## src/rtl/neuron_driver_if.sv

```systemverilog
// Load, Neuron-side and result signals of the neuron_driver sequencer.
// The driver uses the master view; the environment (load source, Neuron,
// result sink) uses the slave view.
interface neuron_driver_if #(
   parameter int N_INPUTS = 64,
   parameter int WGT_W    = 19,
   parameter int PIX_W    = 10,
   parameter int OUT_W    = 26
);
   logic                      Load_valid;
   logic                      Load_ready;
   logic [WGT_W-1:0]          Load_wgt;
   logic [PIX_W-1:0]          Load_pix;
   logic [N_INPUTS*WGT_W-1:0] Wgt_bus;
   logic [N_INPUTS*PIX_W-1:0] Pix_bus;
   logic                      Input_valid;
   logic [OUT_W-1:0]          Neuron_out;
   logic                      Neuron_valid;
   logic [OUT_W-1:0]          Result_data;
   logic                      Result_err;
   logic                      Result_valid;
   logic                      Result_ready;
   logic                      Busy;

   modport master (
      input  Load_valid, Load_wgt, Load_pix, Neuron_out, Neuron_valid, Result_ready,
      output Load_ready, Wgt_bus, Pix_bus, Input_valid, Result_data, Result_err,
             Result_valid, Busy
   );

   modport slave (
      output Load_valid, Load_wgt, Load_pix, Neuron_out, Neuron_valid, Result_ready,
      input  Load_ready, Wgt_bus, Pix_bus, Input_valid, Result_data, Result_err,
             Result_valid, Busy
   );
endinterface

```

## src/rtl/neuron_driver.sv

```systemverilog
// Sequencer around one Neuron: serially fills a weight/pixel bank, fires
// the Neuron once, waits (with a timeout) for its result and hands the
// result downstream over a valid/ready port.
module neuron_driver #(
   parameter int N_INPUTS = 64,
   parameter int WGT_W    = 19,
   parameter int PIX_W    = 10,
   parameter int OUT_W    = 26,
   parameter int IDX_W    = 6,
   parameter int TIMEOUT  = 255
) (
   input logic              clk,
   input logic              GlobalReset,
   input logic              Abort,
   neuron_driver_if.master  bus
);

   typedef enum logic [1:0] {LOAD, FIRE, WAIT, HOLD} state_t;

   state_t                    state, state_nxt;
   logic [IDX_W-1:0]          idx;
   logic [7:0]                wcnt;
   logic [N_INPUTS*WGT_W-1:0] wgt_bank;
   logic [N_INPUTS*PIX_W-1:0] pix_bank;
   logic [OUT_W-1:0]          result_data;
   logic                      result_err;
   logic                      input_valid_q;
   logic                      result_valid_q;
   logic                      busy_q;
   logic                      beat;
   logic                      last_beat;
   logic                      wait_done;

   // An aborting cycle never accepts a beat, so the offered beat is dropped.
   assign beat      = (state == LOAD) && bus.Load_valid && !Abort;
   assign last_beat = beat && (idx == IDX_W'(N_INPUTS - 1));
   assign wait_done = bus.Neuron_valid || (wcnt == 8'(TIMEOUT));

   // Next-state decode; Abort overrides every other transition.
   always_comb begin
      state_nxt = state;
      case (state)
         LOAD:    if (last_beat) state_nxt = FIRE;
         FIRE:    state_nxt = WAIT;
         WAIT:    if (wait_done) state_nxt = HOLD;
         HOLD:    if (bus.Result_ready) state_nxt = LOAD;
         default: state_nxt = LOAD;
      endcase
      if (Abort) state_nxt = LOAD;
   end

   // State register plus the registered status outputs derived from it.
   always_ff @(posedge clk or negedge GlobalReset) begin
      if (!GlobalReset) begin
         state          <= LOAD;
         input_valid_q  <= 1'b0;
         result_valid_q <= 1'b0;
         busy_q         <= 1'b0;
      end else begin
         state          <= state_nxt;
         input_valid_q  <= (state_nxt == FIRE);
         result_valid_q <= (state_nxt == HOLD);
         busy_q         <= (state_nxt == FIRE) || (state_nxt == WAIT);
      end
   end

   // Load index: advances per accepted beat, wraps after the last entry.
   always_ff @(posedge clk or negedge GlobalReset) begin
      if (!GlobalReset) begin
         idx <= '0;
      end else if (Abort || last_beat) begin
         idx <= '0;
      end else if (beat) begin
         idx <= idx + 1'b1;
      end
   end

   // Wait counter: cleared in FIRE, counts every WAIT cycle until the exit.
   always_ff @(posedge clk or negedge GlobalReset) begin
      if (!GlobalReset) begin
         wcnt <= '0;
      end else if (Abort || state == FIRE) begin
         wcnt <= '0;
      end else if (state == WAIT && !wait_done) begin
         wcnt <= wcnt + 8'd1;
      end
   end

   // Bank is written only by accepted beats, so it stays frozen from FIRE
   // through the WAIT exit while the Neuron walks its slices.
   always_ff @(posedge clk or negedge GlobalReset) begin
      if (!GlobalReset) begin
         wgt_bank <= '0;
         pix_bank <= '0;
      end else if (beat) begin
         wgt_bank[idx*WGT_W +: WGT_W] <= bus.Load_wgt;
         pix_bank[idx*PIX_W +: PIX_W] <= bus.Load_pix;
      end
   end

   // Result capture on WAIT exit; a Neuron response beats a same-cycle timeout.
   always_ff @(posedge clk or negedge GlobalReset) begin
      if (!GlobalReset) begin
         result_data <= '0;
         result_err  <= 1'b0;
      end else if (state == WAIT && !Abort) begin
         if (bus.Neuron_valid) begin
            result_data <= bus.Neuron_out;
            result_err  <= 1'b0;
         end else if (wcnt == 8'(TIMEOUT)) begin
            result_data <= '0;
            result_err  <= 1'b1;
         end
      end
   end

   assign bus.Load_ready   = (state == LOAD);
   assign bus.Wgt_bus      = wgt_bank;
   assign bus.Pix_bus      = pix_bank;
   assign bus.Input_valid  = input_valid_q;
   assign bus.Result_valid = result_valid_q;
   assign bus.Result_data  = result_data;
   assign bus.Result_err   = result_err;
   assign bus.Busy         = busy_q;

endmodule
```

## src/flat_wrapper.sv

```systemverilog
// flat-port wrapper written by rule: the top's interface ports become plain ports
module neuron_driver_flat 
#(
   parameter int N_INPUTS = 64,
   parameter int WGT_W    = 19,
   parameter int PIX_W    = 10,
   parameter int OUT_W    = 26,
   parameter int IDX_W    = 6,
   parameter int TIMEOUT  = 255
)
  (clk, GlobalReset, Abort, bus_Load_valid, bus_Load_wgt, bus_Load_pix, bus_Neuron_out, bus_Neuron_valid, bus_Result_ready, bus_Load_ready, bus_Wgt_bus, bus_Pix_bus, bus_Input_valid, bus_Result_data, bus_Result_err, bus_Result_valid, bus_Busy);
  neuron_driver_if #(.N_INPUTS(N_INPUTS), .WGT_W(WGT_W), .PIX_W(PIX_W), .OUT_W(OUT_W)) bus_i ();
  input logic clk;
  input logic GlobalReset;
  input logic Abort;
  input wire logic [$bits(bus_i.Load_valid)-1:0] bus_Load_valid;
  input wire logic [$bits(bus_i.Load_wgt)-1:0] bus_Load_wgt;
  input wire logic [$bits(bus_i.Load_pix)-1:0] bus_Load_pix;
  input wire logic [$bits(bus_i.Neuron_out)-1:0] bus_Neuron_out;
  input wire logic [$bits(bus_i.Neuron_valid)-1:0] bus_Neuron_valid;
  input wire logic [$bits(bus_i.Result_ready)-1:0] bus_Result_ready;
  output wire logic [$bits(bus_i.Load_ready)-1:0] bus_Load_ready;
  output wire logic [$bits(bus_i.Wgt_bus)-1:0] bus_Wgt_bus;
  output wire logic [$bits(bus_i.Pix_bus)-1:0] bus_Pix_bus;
  output wire logic [$bits(bus_i.Input_valid)-1:0] bus_Input_valid;
  output wire logic [$bits(bus_i.Result_data)-1:0] bus_Result_data;
  output wire logic [$bits(bus_i.Result_err)-1:0] bus_Result_err;
  output wire logic [$bits(bus_i.Result_valid)-1:0] bus_Result_valid;
  output wire logic [$bits(bus_i.Busy)-1:0] bus_Busy;
  assign bus_i.Load_valid = bus_Load_valid;
  assign bus_i.Load_wgt = bus_Load_wgt;
  assign bus_i.Load_pix = bus_Load_pix;
  assign bus_i.Neuron_out = bus_Neuron_out;
  assign bus_i.Neuron_valid = bus_Neuron_valid;
  assign bus_i.Result_ready = bus_Result_ready;
  assign bus_Load_ready = bus_i.Load_ready;
  assign bus_Wgt_bus = bus_i.Wgt_bus;
  assign bus_Pix_bus = bus_i.Pix_bus;
  assign bus_Input_valid = bus_i.Input_valid;
  assign bus_Result_data = bus_i.Result_data;
  assign bus_Result_err = bus_i.Result_err;
  assign bus_Result_valid = bus_i.Result_valid;
  assign bus_Busy = bus_i.Busy;
  neuron_driver #(.N_INPUTS(N_INPUTS), .WGT_W(WGT_W), .PIX_W(PIX_W), .OUT_W(OUT_W), .IDX_W(IDX_W), .TIMEOUT(TIMEOUT)) u_core (.clk(clk), .GlobalReset(GlobalReset), .Abort(Abort), .bus(bus_i));
endmodule
```

## config.mk

```make
export PLATFORM = sky130hd
export DESIGN_NAME = neuron_driver_flat
export DESIGN_NICKNAME = d
export VERILOG_FILES = /design/src/rtl/neuron_driver_if.sv /design/src/rtl/neuron_driver.sv /design/src/flat_wrapper.sv
export SDC_FILE = /design/constraint.sdc
export NUM_CORES = 2
export LEC_CHECK = 0
export ABC_AREA = 1
export BUFFER_PORTS_ARGS = -buffer_cell sky130_fd_sc_hd__buf_2
export CORE_AREA = 5 5 757 759
export CTS_CLUSTER_SIZE = 12
export DETAILED_ROUTE_END_ITERATION = 7
export DIE_AREA = 0 0 762 764
export GPL_TIMING_DRIVEN = 0
export PLACE_DENSITY = 0.3
export SLEW_MARGIN = 0
export SYNTH_ARGS = -nofsm -noshare
export SYNTH_HDL_FRONTEND = slang
export SYNTH_SLANG_ARGS = --single-unit
```

## constraint.sdc

```tcl
create_clock -name clk -period 8.95 [get_ports clk]
set_clock_uncertainty 0.2 [all_clocks]
set_input_delay 0.895 -clock clk [delete_from_list [all_inputs] [get_ports clk]]
set_output_delay 0.895 -clock clk [all_outputs]
set_load 0.005 [all_outputs]
```

==> metrics.md <==
| Metric | Value |
|---|---|
| Status | finished, violations left |
| Failing checks | max-capacitance violations, max-slew violations |
| Area grow syn2layout | 38.34% |
| Final ANT Viol Nets | 0 |
| DRC | 0 |
| CP Data Arrival Time | 6.63 ns |
| Synth Area in XOR/XNOR | 0.0005707 |
| Crit-path max cell delay | 0.83 ns |
| Largest net degree at the start of global routing | 144 |
| Initial drt markers | 5556 |
| IO Count | 1948 |
| Primary FF master, synth | dfrtp_1 |
| Leakage power | 52.25 nW |
| Ys async rst share | 1.000 |
| Number of vias per cell | 3.891 |
| Mapped Area | 76730 um2 |
| Clk_lat worst skew | 0.88 ns |
| Critical setup path kind | flip-flop to flip-flop |
| Nets | 10.96k |
| EDFF count, synth | 0 |
| Synth area leader | dfrtp_1 |
| Register area share after synthesis | 0.6203 |
| Syn. warnings | 0 |
| CTS sink count | 1902 |
| Max FO, Critical Path | 10 |
| Die Ht | 764 um |
| Worst Hold Class | input pin to flip-flop |
| Power Density | 318.0 nW/um2 |
| IR drop worst, VDD | 161.9 uV |
| Setup Fix Bufs, Post-CTS | 0 |
| Clock buffer depth | 4 |
| Highest clock rate | 165.9 MHz |
| Cells after Synth | 8605 |
| Tightest Pin Transition | 1.504 ns |
| Crit path time final | 6.029 ns |
| Final hold vios | 0 |
| Row count | 277 |
| First-pass detailed-route iteration total | 5 |
| Vias in the first global route | 73.35k |
| First-pass GRT wire length | 778400 um |
| Yosys top cell area share | 0.6203 |
| # resized after CTS | 0 |
| Synth Area in Simple Gates | 0.1942 |
| Post-DP HPWL | 493500 um |
| Total track usage | 0.2005 |
| GR Overflow Total | 0 |
| WL/cell | 32.56 um |
| Syn_nets | 8684 |
| Initial Util | 0.1355 |
| Drt total wl | 607200 um |
| Post-synthesis compound-gate area fraction | 0.1269 |
| Slew margin rel. | -0.002887 |
| Synth top area cells | dfrtp_1, nand2_1, o21ai_0 |
| Syn Area/Cell | 8.917 um2 |
| Crit path required time | 9.56 ns |
| Core region area | 566300 um2 |
| CP most frequent cell | nor2_1 |
| Clock root cell | clkbuf_16 |
| Cts hold-fix bufs | 27 |
| Crit path launch type | flip-flop |
| Crit-path slowest cell | nor2_1 |
| Worst-path clk slew | 0.05 ns |
| Multiplexer share of the synthesized area | 0.0005544 |
| Initial antenna violation count | 55 |
| Critical-path cell list | ha_1 > ha_1 > fa_1 > xor2_1 > nor2_1 > nand3_1 > nand2_1 > inv_2 > nor2_1 > inv_1 > clkbuf_2 > nor2_1 > nand2_1 > o31ai_1 |
| DIE AREA | 582200 um2 |
| Die width | 762 um |
| Share of post-route cells with drive strength above 1 | 0.2397 |
| Count of state elements after synthesis | 1902 |
| Post-route setup TNS | 0 ns |
| Vias | 72.55k |
| Unrepaired setup endpoints after global routing | false |
| CTS tree | done |
| Cell variety after synth | 51 |
| H-tree depth | 5 |
| I/O Buffers | 1946 |
| Power Total | 0.03375 W |
| Main combinational cell family by area after synthesis | simple AND/OR/NAND/NOR gates |
| Total CTS buffers | 268 |
| Final count of pins violating max slew | 20 |
| Setup violations, final | 0 |
| Max Cap Violations | 2 |
| Post-Synth Adder-Cell Area | 0.003033 |
| Final period util | 0.6737 |
| CP Capture Type | flip-flop |
| Global placer's final weighted congestion | 0.8455 |
==> placed cells by master, fill, tap and decap left out, types with 6 or more instances in the layout <==
cell,n
nor3_2,11
nand3_1,208
dlygate4sd3_1,27
o21ai_2,6
o31ai_1,15
clkinv_1,9
a22o_1,26
nor3_1,105
ha_1,17
nand2_1,2692
o21ai_1,71
diode_2,36
a21oi_1,112
clkbuf_16,273
buf_1,37
nor2_1,527
nand4_1,92
nor2_4,6
buf_16,23
o21ai_0,1639
inv_2,26
inv_16,6
inv_1,537
dfrtp_1,1902
nand2_2,6
buf_6,6
clkbuf_2,25
clkbuf_8,57
clkbuf_1,363
o21a_1,7
nor4_1,9
clkinv_16,6
inv_6,8
buf_4,10
bufinv_16,18
buf_2,2049
clkinv_2,41
nor2_2,41
==> final timing paths <==
path,startpoint,to,slack (ns),depth (start not counted)
worst min-delay path,bus_Result_ready,u_core.state[0],0.16,4
min in group asynchronous,GlobalReset,u_core.bus.Wgt_bus[735],0.29,2
worst max register to register,u_core.idx[1],u_core.bus.Pix_bus[481],2.92,14
worst min register to register,u_core.bus.Pix_bus[581],u_core.bus.Pix_bus[581],0.27,2
worst max-delay path,u_core.idx[1],u_core.bus.Pix_bus[481],2.92,14
max in group asynchronous,GlobalReset,u_core.bus.Pix_bus[86],4.27,7
==> sequential cells by signal, summed over array words and instances (netlist names), 2 cells and up <==
name	count
u_core.bus.Pix_bus	640
u_core.bus.Result_data	26
u_core.idx	6
u_core.state	2
u_core.wcnt	8
u_core.bus.Wgt_bus	1216
==> synth_stat cells (4+ instances only) <==
cell type / number
nor4_1: 11
buf_2: 97
nand3_1: 208
o21a_1: 7
buf_1: 44
inv_2: 26
nor2_2: 32
nor2_1: 536
buf_6: 4
nand4_1: 92
a22o_1: 26
o21ai_2: 6
buf_4: 8
clkinv_1: 18
nor2_4: 6
ha_1: 17
a21oi_1: 112
nand2_1: 2693
o31ai_1: 15
a21oi_2: 4
o21ai_1: 69
dfrtp_1: 1902
nor3_2: 6
clkbuf_1: 330
inv_1: 537
nand2_2: 5
nor3_1: 111
o21ai_0: 1641
==> cells by family after synthesis <==
family | after synthesis
AO/OA/AOI/OAI | 1896
AND/OR/NAND/NOR | 3716
buffers and inverters | 1064
multiplexers | 4
XOR/XNOR | 5
adder cells (fa/ha/maj) | 18
flip-flops | 1902
==> per-stage QoR <==
stage                     hold slack, ns  std cells  cell area (um2)    util  setup WS [ns]
after detailed placement          0.2591      18116            96790  0.1709          2.713
after floorplan                   0.2553       8605            76730       -          5.145
after CTS                       0.003831      18609           106100  0.1873          2.709
final                             0.1566      18645           106100  0.1874          2.921
after global routing             0.07356      18610           106100  0.1873          2.564
after global placement            0.2572      18084            95890  0.1693         -44.39
==> per-layer routing <==
layer	up-vias	global-route usage	routed length, um
li1	32535	-	-
met1	36851	0.2221	226400
met2	2575	0.3626	308000
met3	575	0.06130	48730
met4	18	0.06668	23950
met5	-	0	126
==> layout make-up <==
cell class | count | area, um2
clock inverter | 78 | 1166
clock buffer | 388 | 7834
sequential | 1902 | 47600
tap | 7533 | 9425
inverter | 581 | 2192
multi-input combinational | 5639 | 25030
antenna | 36 | 90.09
fill | 64194 | 460200
timing repair buffer | 2005 | 10780
buffer | 483 | 2034
==> critical path, delay by kind of cell, from the launching register on <==
kind                       cells  cell delay, ns
AOI/OAI and AO/OA              1            0.29
adders and majority gates      3            1.08
buffers and inverters          3            1.41
DFF                            1            0.48
xor gates and xnor gates       1            0.21
and+or+nand+nor                6            2.27
==> where the power goes <==
group	total (W)	internal [W]	switching, W
Sequential	0.0103	0.00969	0.000653
Combinational	0.0122	0.00221	0.00995
Clock	0.0113	0.00664	0.00462
Total	0.0338	0.0185	0.0152
Power figures use the tool's default switching activity.
